===== config.mk =====
export PLATFORM = sky130hd
export DESIGN_NAME = matrix_job_arbiter
export DESIGN_NICKNAME = d
export VERILOG_FILES = /design/src/rtl/matrix_pkg.sv /design/src/rtl/rr_arbiter.sv /design/src/rtl/matrix_job_arbiter.sv
export SDC_FILE = /design/constraint.sdc
export NUM_CORES = 1
export LEC_CHECK = 0
export CORE_ASPECT_RATIO = 0.6
export CORE_MARGIN = 2
export CORE_UTILIZATION = 48
export CTS_CLUSTER_SIZE = 16
export DETAILED_ROUTE_END_ITERATION = 8
export GPL_TIMING_DRIVEN = 0
export MAX_ROUTING_LAYER = met4
export PLACE_DENSITY = 0.87
export SYNTH_ARGS = -nofsm -noshare
export SYNTH_HDL_FRONTEND = slang
export SYNTH_SLANG_ARGS = --single-unit

===== constraint.sdc =====
create_clock -name CLOCK_25 -period 3.66 [get_ports CLOCK_25]
set_input_delay 0.732 -clock CLOCK_25 [delete_from_list [all_inputs] [get_ports CLOCK_25]]
set_output_delay 0.732 -clock CLOCK_25 [all_outputs]
set_load 0.01 [all_outputs]

===== src/rtl/matrix_pkg.sv =====
// Shared definitions for the matrix job arbiter: state encoding, widths
// and the size legality rule applied before a job is handed to the engine.
package matrix_pkg;

    localparam int SIZE_W      = 8;
    localparam int ADDR_W      = 5;
    localparam int GRANT_W     = 3;
    localparam int CNT_W       = 16;
    localparam int MAX_DIM_DEF = 1 << ADDR_W;

    typedef enum logic [2:0] {
        ST_IDLE    = 3'd0,
        ST_CHECK   = 3'd1,
        ST_RUN     = 3'd2,
        ST_RELEASE = 3'd3,
        ST_ACK     = 3'd4
    } state_t;

    // A dimension is usable when it is non-zero and fits the engine's address range.
    function automatic logic size_ok(input logic [SIZE_W-1:0] s, input int max_dim);
        return (s != '0) && (int'(s) <= max_dim);
    endfunction

endpackage


===== src/rtl/rr_arbiter.sv =====
// Round-robin pick: the search starts one past the last grant and wraps,
// so the most recently served requester has lowest priority.
module rr_arbiter
    import matrix_pkg::*;
#(
    parameter int REQ_COUNT = 4
) (
    input  logic [REQ_COUNT-1:0] i_req,
    input  logic [GRANT_W-1:0]   i_last,
    output logic [REQ_COUNT-1:0] o_grant,
    output logic [GRANT_W-1:0]   o_grant_id,
    output logic                 o_valid
);

    localparam int IW = (REQ_COUNT > 1) ? $clog2(REQ_COUNT) : 1;

    int          w_pos;
    logic [IW-1:0] w_idx;

    // Walk the requesters in rotated order and keep the first one found.
    always_comb begin
        o_grant    = '0;
        o_grant_id = '0;
        o_valid    = 1'b0;
        w_pos      = 0;
        w_idx      = '0;
        for (int off = 1; off <= REQ_COUNT; off++) begin
            w_pos = int'(i_last) + off;
            if (w_pos >= REQ_COUNT) begin
                w_pos = w_pos - REQ_COUNT;
            end
            w_idx = IW'(w_pos);
            if (!o_valid && i_req[w_idx]) begin
                o_valid        = 1'b1;
                o_grant[w_idx] = 1'b1;
                o_grant_id     = GRANT_W'(w_pos);
            end
        end
    end

endmodule


===== src/rtl/matrix_job_arbiter.sv =====
// Shares one matrix engine among REQ_COUNT requesters: round-robin grant,
// size check, supervised run with timeout, and a one-cycle ack/err pulse.
//
//   state   | meaning
//   --------+-----------------------------------------------------------
//   IDLE    | waiting for any request; grant and sizes latched on exit
//   CHECK   | one cycle to validate the latched sizes
//   RUN     | o_start held high; run counter guards against a hung engine
//   RELEASE | o_start low; wait for the engine to report idle again
//   ACK     | one-cycle ack (and err) to the granted requester
module matrix_job_arbiter
    import matrix_pkg::*;
#(
    parameter int REQ_COUNT      = 4,
    parameter int MAX_DIM        = MAX_DIM_DEF,
    parameter int TIMEOUT_CYCLES = 65535
) (
    input  logic                        CLOCK_25,
    input  logic                        rst,
    input  logic [REQ_COUNT-1:0]        i_req,
    input  logic [SIZE_W*REQ_COUNT-1:0] i_size_row,
    input  logic [SIZE_W*REQ_COUNT-1:0] i_size_column,
    output logic [REQ_COUNT-1:0]        o_ack,
    output logic [REQ_COUNT-1:0]        o_err,
    output logic                        o_start,
    output logic [SIZE_W-1:0]           o_size_row,
    output logic [SIZE_W-1:0]           o_size_column,
    input  logic                        i_finished,
    output logic                        o_busy,
    output logic [GRANT_W-1:0]          o_grant_id,
    output logic [CNT_W-1:0]            o_job_count
);

    localparam logic [CNT_W-1:0] LP_RUN_LAST = CNT_W'(TIMEOUT_CYCLES - 1);

    state_t               r_state;
    state_t               w_next;
    logic [GRANT_W-1:0]   r_grant_id;
    logic [GRANT_W-1:0]   r_last;
    logic [SIZE_W-1:0]    r_size_row;
    logic [SIZE_W-1:0]    r_size_col;
    logic [CNT_W-1:0]     r_job_count;
    logic [CNT_W-1:0]     r_run_cnt;
    logic                 r_err;

    logic [REQ_COUNT-1:0] w_gnt_oh;
    logic [GRANT_W-1:0]   w_gnt_id;
    logic                 w_any_req;
    logic [SIZE_W-1:0]    w_sel_row;
    logic [SIZE_W-1:0]    w_sel_col;
    logic                 w_size_bad;
    logic                 w_timeout;

    rr_arbiter #(
        .REQ_COUNT (REQ_COUNT)
    ) u_rr (
        .i_req      (i_req),
        .i_last     (r_last),
        .o_grant    (w_gnt_oh),
        .o_grant_id (w_gnt_id),
        .o_valid    (w_any_req)
    );

    // Route the granted requester's size slices toward the latch.
    always_comb begin
        w_sel_row = '0;
        w_sel_col = '0;
        for (int k = 0; k < REQ_COUNT; k++) begin
            if (w_gnt_oh[k]) begin
                w_sel_row = i_size_row[SIZE_W*k +: SIZE_W];
                w_sel_col = i_size_column[SIZE_W*k +: SIZE_W];
            end
        end
    end

    assign w_size_bad = !size_ok(r_size_row, MAX_DIM) || !size_ok(r_size_col, MAX_DIM);
    assign w_timeout  = (r_run_cnt == LP_RUN_LAST);

    // State register.
    always_ff @(posedge CLOCK_25) begin
        if (rst) begin
            r_state <= ST_IDLE;
        end else begin
            r_state <= w_next;
        end
    end

    // Next state and state-decoded outputs; engine-done takes priority over timeout.
    always_comb begin
        w_next  = r_state;
        o_start = 1'b0;
        o_busy  = (r_state != ST_IDLE);
        o_ack   = '0;
        o_err   = '0;
        unique case (r_state)
            ST_IDLE:    if (w_any_req) w_next = ST_CHECK;
            ST_CHECK:   w_next = w_size_bad ? ST_ACK : ST_RUN;
            ST_RUN: begin
                o_start = 1'b1;
                if (!i_finished || w_timeout) w_next = ST_RELEASE;
            end
            ST_RELEASE: if (i_finished) w_next = ST_ACK;
            ST_ACK: begin
                w_next = ST_IDLE;
                for (int k = 0; k < REQ_COUNT; k++) begin
                    if (r_grant_id == GRANT_W'(k)) begin
                        o_ack[k] = 1'b1;
                        o_err[k] = r_err;
                    end
                end
            end
            default:    w_next = ST_IDLE;
        endcase
    end

    // Job context: grant/sizes latched at grant time, run counter, error and completion count.
    always_ff @(posedge CLOCK_25) begin
        if (rst) begin
            r_grant_id  <= '0;
            r_last      <= GRANT_W'(REQ_COUNT - 1);
            r_size_row  <= '0;
            r_size_col  <= '0;
            r_job_count <= '0;
            r_run_cnt   <= '0;
            r_err       <= 1'b0;
        end else begin
            case (r_state)
                ST_IDLE: begin
                    if (w_any_req) begin
                        r_grant_id <= w_gnt_id;
                        r_size_row <= w_sel_row;
                        r_size_col <= w_sel_col;
                    end
                end
                ST_CHECK: begin
                    r_run_cnt <= '0;
                    if (w_size_bad) r_err <= 1'b1;
                end
                ST_RUN: begin
                    r_run_cnt <= r_run_cnt + 1'b1;
                    if (i_finished && w_timeout) r_err <= 1'b1;
                end
                ST_ACK: begin
                    r_last <= r_grant_id;
                    r_err  <= 1'b0;
                    if (!r_err && (r_job_count != {CNT_W{1'b1}})) begin
                        r_job_count <= r_job_count + 1'b1;
                    end
                end
                default: ;
            endcase
        end
    end

    assign o_grant_id    = r_grant_id;
    assign o_size_row    = r_size_row;
    assign o_size_column = r_size_col;
    assign o_job_count   = r_job_count;

endmodule


==> impl_metrics.tcl <==
set metrics [dict create \
    drt-wirelength-per-cell_um 17.6 \
    vdd_drop_max_v 0.000358 \
    die_y_um 73.7 \
    design_area_um2 5530 \
    grt_pass1_wl_mm 20.9 \
    drc 0 \
    cts_buffer_depth 2 \
    drt_iter0_markers 343 \
    rsz0062_at_grt "yes" \
    fill_cells 605 \
    rows 25 \
    cts_root_buf "clkbuf_16" \
    synth_top_area_frac 0.299 \
    maxCapViolCount 0 \
    avgSynthCellArea_um2 7.81 \
    powerDensity_nw_per_um2 649 \
    p_clk_frac 0.259 \
    drtAntennaViolNets 0 \
    yosys_most_used_dff "dfxtp_1" \
    area_growth_pct 42.3 \
    grtUsageTotal 0.311 \
    final-instance-count-excl-fill 736 \
    antenna_found_initial 0 \
    grt_pass1_vias 4286 \
    hold-path-endpoint "r_run_cnt[14]" \
    whs_path_depth 2 \
    wl_met1_mm 5.69 \
    synth_top_family_by_area "simple AND/OR/NAND/NOR gates" \
    synth_most_common_cell "nor2_1" \
    finalSetupViolations 0 \
    endpoint_kind "flop" \
    dieArea_um2 8850 \
    crit_buf_inv 4 \
    start_util 0.495 \
    slowest_delay_ns 0.58 \
    async_flop_share 0 \
    cts.sinks 58 \
    status "completed" \
    internal_power_w 0.00210 \
    timing.rr.start "r_last[1]" \
    portBuffers 113 \
    dp.cells 718 \
    slew_violations 0 \
    tightest_slew_ns 0.825 \
    met3_length_mm 1.19 \
    maxSlewHeadroom 0.436 \
    die_x_um 120 \
    final_nets 705 \
    hpwlAfterDp_mm 9.47 \
    yosysWarnings 0 \
    ys_seq_area_frac 0.299 \
    synth_area_leaders "dfxtp_1, nor2_1, nand2_1" \
    p_leak_nw 2.01 \
    crit_chain "buf_2, inv_1, ha_1, buf_2, mux2i_1, o22ai_1, a2111oi_0, o21ai_1, buf_1, a2111oi_0, a211oi_1" \
    crit_type "reg2reg" \
    highest_layer "met4" \
    seqPwrFrac 0.236 \
    required_ns 3.85 \
    combPwrFrac 0.505 \
    dr.pass1.iters 5 \
    h-tree-depth 3 \
    crit_slowest_cell "a2111oi_0" \
    numCtsBuffers 9 \
    hp-start "r_run_cnt[14]" \
    vias 4422 \
    muxShareOfSynthArea 0.0567 \
    fin_crit_sh 0.980 \
    hold_violations 0 \
    grt-ovfl-total 0 \
    synthSimpleGateAreaFrac 0.296 \
    dpl_cell_area_um2 5150 \
    min_path_type "reg2reg" \
    worst-r2r-setup-slack_ns 0.07 \
    cts_tree "built" \
    met2_length_mm 5.74 \
    core_um2 7850 \
    syn_inst 497 \
    synth_top_cell_by_area "dfxtp_1" \
    diodes 0 \
    start_kind "flop" \
    grt_max_degree 12 \
    synth_commonest_cells "nor2_1, dfxtp_1, nand2_1, a21oi_1, a211oi_1" \
    cp.arrival_ns 3.78 \
    design.portCount 116 \
    synth_compound_area_frac 0.228 \
    netlist-cell-type-count 56 \
    synth_seq_cells 58 \
    synth_edf_count 0 \
    worstSkewPairLatency_ns 0.34 \
    synth_fa_ha_area_frac 0.0354 \
    syn_nets 579 \
    syn_area_um2 3880 \
    power_switching_w 0.00148 \
    p_sw_frac 0.414 \
    drive_gt1_frac 0.0844 \
    clk_transition_reported_paths_ns 0.06 \
    place_congestion 0.915 \
    clock.fmax_ghz 0.279 \
    critPathMaxFanout 10 \
    fin_worst_skew_ns 0.00713 \
    postLayoutCoreUtil 0.704 \
    synth_xor_area_frac 0.0361 \
    viasPerCell 6.01 \
    reg2regPathDepth 11 \
    period_minus_slack_ns 3.59 \
    wl_mm 13.0 \
    r2r_end "o_size_column[7]" \
    crit_family "compound AO/OA/AOI/OAI gates" \
]
## timing repair
item | CTS | global route
gates resized for setup | 0 | 14
endpoints found under the setup margin | 0 | 19
setup buffers | 0 | 2
hold buffers | 0 | 0
## cell families (layout without fill, tap and decap cells)
kind of cell,Yosys count,in the layout
compound gates,122,122
flops,58,58
buf+inv,43,174
mux,16,16
xor+xnor,16,16
fa+ha+maj,11,11
simple gates,231,231
## layout by cell type, fill, tap and decap left out, types with 9 or more instances in the layout
master           netlist  layout
a2111oi_0             18      17
a211o_1               19      19
a211oi_1              21      21
a21oi_1               30      29
and2_1                16      16
clkbuf_1              19      15
clkbuf_16              0       9
clkdlybuf4s50_1        0     113
dfxtp_1               58      58
ha_1                  11      11
inv_1                 11      11
nand2_1               45      45
nand3_1               18      18
nor2_1                86      85
nor4_1                17      17
or3_1                  9       9
xnor2_1                9       9
## through the flow
stage / setup TNS (ns) / setup slack [ns] / total power [W] / hold WS (ns)
after floorplan: 0 / 0.654 / 0.00195 / 0.454
after global placement: -0.307 / -0.0505 / 0.00252 / 0.462
after detailed placement: -1.47 / -0.140 / 0.00256 / 0.499
after CTS: 0 / 0.0316 / 0.00350 / 0.506
after global routing: -0.0262 / -0.0157 / 0.00378 / 0.538
final: 0 / 0.0733 / 0.00358 / 0.502
## flip-flops by register name, indices dropped and copies added (netlist names)
register	flops
o_grant_id	3
o_job_count	16
r_last	3
r_run_cnt	16
r_err	1
o_size_column	8
r_state	3
o_size_row	8
## final cells by class
class	count	area, um^2	area share
tap	108	135	0.0245
timing repair buffer	115	1160	0.210
clock buffer	10	239	0.0432
inverter	11	41.3	0.00747
buffer	32	154	0.0278
multi-input combinational	396	2550	0.461
clock inverter	6	88.8	0.0161
sequential	58	1160	0.210
## worst register-to-register path, stage by stage (launching register included)
cell and delay [ns]:
dfxtp_1 0.40, buf_2 0.25, inv_1 0.15, ha_1 0.34
buf_2 0.24, mux2i_1 0.30, o22ai_1 0.14, a2111oi_0 0.45
o21ai_1 0.18, buf_1 0.27, a2111oi_0 0.59, a211oi_1 0.14
## power groups by stage
stage	Sequential, W	Clock, W	Combinational [W]
finish	0.000847	0.000929	0.00181
global route	0.000861	0.000958	0.00197
CTS	0.000844	0.000930	0.00172
detailed placement	0.000855	0	0.00171
global placement	0.000852	0	0.00167
floorplan	0.000852	0	0.00110
## per-layer routing
metal	vias up	GRT usage
li1	2091	-
met1	2035	0.394
met2	255	0.476
met3	41	0.0862
met4	0	0.119
met5	-	-
## how the worst max path moves through the flow
| stage | startpoint | to | slack (ns) | depth (start not counted) |
|---|---|---|---|---|
| after CTS | r_last[1] | o_size_column[3] | 0.03 | 10 |
| after detailed placement | i_req[1] | o_size_column[3] | -0.14 | 8 |
| final | r_last[1] | o_size_column[7] | 0.07 | 11 |
| after floorplan | r_last[1] | o_size_column[0] | 0.65 | 10 |
| after global routing | r_last[1] | o_size_column[1] | -0.02 | 12 |
| after global placement | i_req[1] | o_size_column[7] | -0.05 | 8 |
Power figures use the tool's default switching activity.
